### src/rtl/logic_unit_arbiter.sv
`default_nettype none
// ============================================================================
// Module      : logic_unit_arbiter
// Description : Round-robin arbiter sharing one registered AND/OR/XOR/NOT
//               unit between two requesters, with a completed-op counter.
// Revision    : 1.0 - initial release
// ============================================================================
module logic_unit_arbiter #(
    parameter int W     = 4,
    parameter int CNT_W = 8
) (
    input  logic             clk,
    input  logic             rst,
    input  logic             req0,
    input  logic [W-1:0]     a0,
    input  logic [W-1:0]     b0,
    input  logic [1:0]       f0,
    input  logic             req1,
    input  logic [W-1:0]     a1,
    input  logic [W-1:0]     b1,
    input  logic [1:0]       f1,
    output logic             gnt0,
    output logic             gnt1,
    output logic             done0,
    output logic             done1,
    output logic [W-1:0]     out,
    output logic             out_valid,
    output logic             out_id,
    output logic             busy,
    output logic [CNT_W-1:0] op_cnt
);

    localparam logic [1:0] c_ST_IDLE = 2'd0;
    localparam logic [1:0] c_ST_EXEC = 2'd1;
    localparam logic [1:0] c_ST_RESP = 2'd2;

    localparam logic [1:0] c_OP_AND = 2'd0;
    localparam logic [1:0] c_OP_OR  = 2'd1;
    localparam logic [1:0] c_OP_XOR = 2'd2;

    logic [1:0]       r_state;
    logic             r_last;
    logic             r_win;
    logic [W-1:0]     r_a;
    logic [W-1:0]     r_b;
    logic [1:0]       r_f;
    logic             r_gnt0;
    logic             r_gnt1;
    logic             r_done0;
    logic             r_done1;
    logic [W-1:0]     r_out;
    logic             r_out_valid;
    logic             r_out_id;
    logic             r_busy;
    logic [CNT_W-1:0] r_op_cnt;

    logic             w_any_req;
    logic             w_pick1;
    logic [W-1:0]     w_result;

    // Under contention the requester that was not served last wins.
    assign w_any_req = req0 | req1;
    assign w_pick1   = req1 & (~req0 | ~r_last);

    always_comb begin
        w_result = '0;
        case (r_f)
            c_OP_AND: w_result = r_a & r_b;
            c_OP_OR:  w_result = r_a | r_b;
            c_OP_XOR: w_result = r_a ^ r_b;
            default:  w_result = ~r_a;
        endcase
    end

    always_ff @(posedge clk or posedge rst) begin
        if (rst) begin
            r_state     <= c_ST_IDLE;
            r_last      <= 1'b1;
            r_win       <= 1'b0;
            r_a         <= '0;
            r_b         <= '0;
            r_f         <= '0;
            r_gnt0      <= 1'b0;
            r_gnt1      <= 1'b0;
            r_done0     <= 1'b0;
            r_done1     <= 1'b0;
            r_out       <= '0;
            r_out_valid <= 1'b0;
            r_out_id    <= 1'b0;
            r_busy      <= 1'b0;
            r_op_cnt    <= '0;
        end else begin
            case (r_state)
                c_ST_IDLE: begin
                    if (w_any_req) begin
                        r_win   <= w_pick1;
                        r_a     <= w_pick1 ? a1 : a0;
                        r_b     <= w_pick1 ? b1 : b0;
                        r_f     <= w_pick1 ? f1 : f0;
                        r_gnt0  <= ~w_pick1;
                        r_gnt1  <= w_pick1;
                        r_busy  <= 1'b1;
                        r_state <= c_ST_EXEC;
                    end
                end
                c_ST_EXEC: begin
                    r_out       <= w_result;
                    r_out_id    <= r_win;
                    r_out_valid <= 1'b1;
                    r_done0     <= ~r_win;
                    r_done1     <= r_win;
                    r_op_cnt    <= r_op_cnt + 1'b1;
                    r_state     <= c_ST_RESP;
                end
                c_ST_RESP: begin
                    r_out_valid <= 1'b0;
                    r_done0     <= 1'b0;
                    r_done1     <= 1'b0;
                    r_gnt0      <= 1'b0;
                    r_gnt1      <= 1'b0;
                    r_busy      <= 1'b0;
                    r_last      <= r_win;
                    r_state     <= c_ST_IDLE;
                end
                default: begin
                    r_out_valid <= 1'b0;
                    r_done0     <= 1'b0;
                    r_done1     <= 1'b0;
                    r_gnt0      <= 1'b0;
                    r_gnt1      <= 1'b0;
                    r_busy      <= 1'b0;
                    r_state     <= c_ST_IDLE;
                end
            endcase
        end
    end

    assign gnt0      = r_gnt0;
    assign gnt1      = r_gnt1;
    assign done0     = r_done0;
    assign done1     = r_done1;
    assign out       = r_out;
    assign out_valid = r_out_valid;
    assign out_id    = r_out_id;
    assign busy      = r_busy;
    assign op_cnt    = r_op_cnt;

endmodule
`default_nettype wire

### config.mk
export PLATFORM = sky130hd
export DESIGN_NAME = logic_unit_arbiter
export DESIGN_NICKNAME = d
export VERILOG_FILES = /design/src/rtl/logic_unit_arbiter.sv
export SDC_FILE = /design/constraint.sdc
export NUM_CORES = 1
export LEC_CHECK = 0
export CAP_MARGIN = 40
export CORE_UTILIZATION = 49
export DETAILED_ROUTE_END_ITERATION = 16
export PLACE_DENSITY_LB_ADDON = 0.15
export RECOVER_POWER = 50
export SYNTH_ARGS = -nofsm -noshare
export SYNTH_HDL_FRONTEND = slang
export SYNTH_SLANG_ARGS = --single-unit
### constraint.sdc
create_clock -name clk -period 2.05 [get_ports clk]
set_input_delay 0.41 -clock clk [delete_from_list [all_inputs] [get_ports clk]]
set_output_delay 0.41 -clock clk [all_outputs]
set_load 0.005 [all_outputs]
==> results.yml <==
outcome:
  status: "complete, no violations"
synthesis:
  synthCells: 160
  synth_fa_ha_area_share_pct: 6.470
  synthMuxAreaShare_pct: 5.032
  yosysMostFrequentCell: "dfrtp_1"
  synthXorXnorAreaFrac_pct: 3.954
  synth_edf_count: 0
  synth_area_leader_cell: "dfrtp_1"
  seq_area_frac_synth_pct: 47.52
  synth_nets: 193
  yosys.area_share.simple_pct: 12.87
  async_reset_ff_share_pct: 100.0
  synth_area_leaders: "dfrtp_1, ha_1, inv_1"
  synth_commonest_cells: "dfrtp_1, inv_1, nor3_1"
  synth_top_area_share_pct: 46.01
  synth_flop_cell: "dfrtp_1"
  synth_cell_types: 38
  yosys_register_bits: 33
  synth_top_family_by_area: "simple AND/OR/NAND/NOR gates"
  synth_area_mm2: 0.001740
  synth_compound_area_share_pct: 12.29
  syn_area_per_cell_um2: 10.88
  yosysWarnings: 0
final_layout:
  area_growth_pct: 24.87
  fin_nets: 234
  final_cells: 247
  regArea_um2: 827.0
  multi_input_area_um2: 699.4
  nFillCells: 298
  diodes: 0
  drive_above_1_share_pct: 9.453
floorplanning:
  fp.dieH_um: 61.60
  std_cell_rows: 21
  die_area_mm2: 0.003794
  fp.dieW_um: 61.60
  core-area_mm2: 0.003363
  start_util_pct: 51.75
  io_pins: 43
setup_path:
  critPathLaunch: "r_state[0]$_DFFE_PP0P_"
  reg2regPathDepth: 3
  critPathLaunchType: "register"
  path_class: "register to register"
  crit_arrival_ns: 1.96
  cp-end-kind: "register"
  cp_max_fo: 12
  r2r-end: "out[2]$_DFFE_PP0P_"
  r2r-start: "r_state[0]$_DFFE_PP0P_"
  cp_data_required_time_ns: 2.27
  r2r_setup_slack_ns: 0.31
global_route:
  track_usage_pct: 19.52
  grtUsageMet1_pct: 23.58
  grt_pass1_vias: 1159
  grt_max_degree: 34
  top_usage_layer: "met2"
  antenna_found_initial: 0
  use_met2_pct: 31.03
  grt_pass1_wl_um: 5147
  grt_remaining_overflow: 0
  use_met3_pct: 7.143
clock_network:
  hold_buffers: 0
  cts_buffers: 5
  clkSlewWorstSetupHoldPaths_ns: 0.09
  root_buffer: "clkbuf_4"
  cts_sinks: 33
  postCtsSetupBuffers: 0
  clk_latency_ns: 0.33
  cts_max_path_buffers: 2
  h-tree-depth: 2
  cts_tree: "done"
  cts-resized-gates: 0
sta:
  setup_viol: 0
  finalHoldViolCount: 0
  worstMarginPinSlew_ns: 0.7881
  fmax_mhz: 575.3
  finalCritPeriodShare_pct: 84.79
  fin_crit_ns: 1.738
  slew_headroom_pct: 47.46
  clock_skew_ns: 0.003004
  slew_violations: 0
  fin_setup_tns_ns: 0
  rsz0062_at_grt: "false"
hold_path:
  hold_path_class: "register to register"
  min_from: "op_cnt[7]$_DFFE_PP0P_"
  hold_depth: 1
  whs_endpoint: "op_cnt[7]$_DFFE_PP0P_"
drt:
  post_drt_via_cell_ratio: 5.243
  drt_iter0_markers: 67
  wirelength_um: 3277
  drcViolationCount: 0
  wire_per_inst_um: 13.27
  ant_nets: 0
  first_pass_iters: 4
  vias: 1295
run:
  drv_cap: 0
placement:
  gp_congestion: 0.7315
  dp.cells: 240
  numPortBuffers: 42
  dp_hpwl_um: 2455
pwr:
  p_leak_uw: 0.001011
  max-vdd-ir-drop_mv: 0.7841
  power_density_mw_per_mm2: 1378
routing by layer:
metal,vias to the layer above,wire length (um)
met3,4,142
li1,626,-
met5,-,0
met2,40,1659
met4,0,37
met1,625,1438
worst max-delay path by stage:
stage | endpoint | slack, ns | depth (start not counted)
4_1_cts | op_cnt[5] | 0.34 | 1
5_1_grt | out[1]$_DFFE_PP0P_ | 0.17 | 3
6_report | out[2]$_DFFE_PP0P_ | 0.31 | 3
3_3_place_gp | r_a[0]$_DFFE_PP0P_ | 0.37 | 4
2_1_floorplan | out[1]$_DFFE_PP0P_ | 0.58 | 4
3_5_place_dp | r_f[1]$_DFFE_PP0P_ | 0.30 | 4
through the flow:
stage	setup slack, ns	utilization (%)	hold WS [ns]	total power, uW	cell area, um^2
after floorplan	0.5752	-	0.4647	2255	1740
after detailed placement	0.3033	63.39	0.4557	2690	2132
after global placement	0.3735	63.39	0.4561	2588	2132
final	0.3119	64.62	0.4676	2995	2173
after CTS	0.3362	65.03	0.4709	3053	2187
after global routing	0.1710	64.62	0.4886	3266	2173
logic make-up after synthesis:
family | after synthesis
xor gates and xnor gates | 7
and+or+nand+nor | 41
muxes | 6
DFF | 33
adders and majority gates | 9
buffers and inverters | 38
AOI/OAI and AO/OA | 26
critical path, stage by stage, from the launching register on:
cell and delay [ns]:
dfrtp_1 0.61, nand2b_1 0.28, inv_1 0.37, mux2_2 0.38
flip-flops by register name, summed over array words and instances (netlist names):
register	flops
r_last	1
op_cnt	8
gnt0	1
out_id	1
r_b	4
r_a	4
out_valid	1
out	4
r_f	2
busy	1
r_state	2
done0	1
done1	1
r_win	1
gnt1	1
cell type report:
cell class,count,area share [%]
tap,46,2.648
clock buffer,7,2.533
multi-input combinational,89,32.18
sequential,33,38.05
timing repair buffer,44,19.75
inverter,28,4.836
report_power, final:
group / switching, uW / internal, uW / total [uW] / leakage [uW]
clock: 198 / 162 / 360 / 0.0000314
sequential: 331 / 951 / 1280 / 0.000407
combinational: 565 / 788 / 1350 / 0.000572
cells in the final DEF, fill, tap and decap left out, drive strengths merged, types with 2 or more instances in the layout:
cell	synthesis	final
a211o	2	2
a221o	10	10
a31oi	2	2
and3	2	2
clkbuf	2	9
clkdlybuf4s50	0	41
dfrtp	32	32
ha	9	9
inv	28	28
mux2	2	2
mux2i	2	2
mux4	2	2
nand2	8	8
nand2b	4	4
nand4	3	3
nor2	10	10
nor3	11	11
o211ai	2	2
o21ai	5	5
xnor2	6	6
No activity file was read; power rests on OpenSTA's default activity.
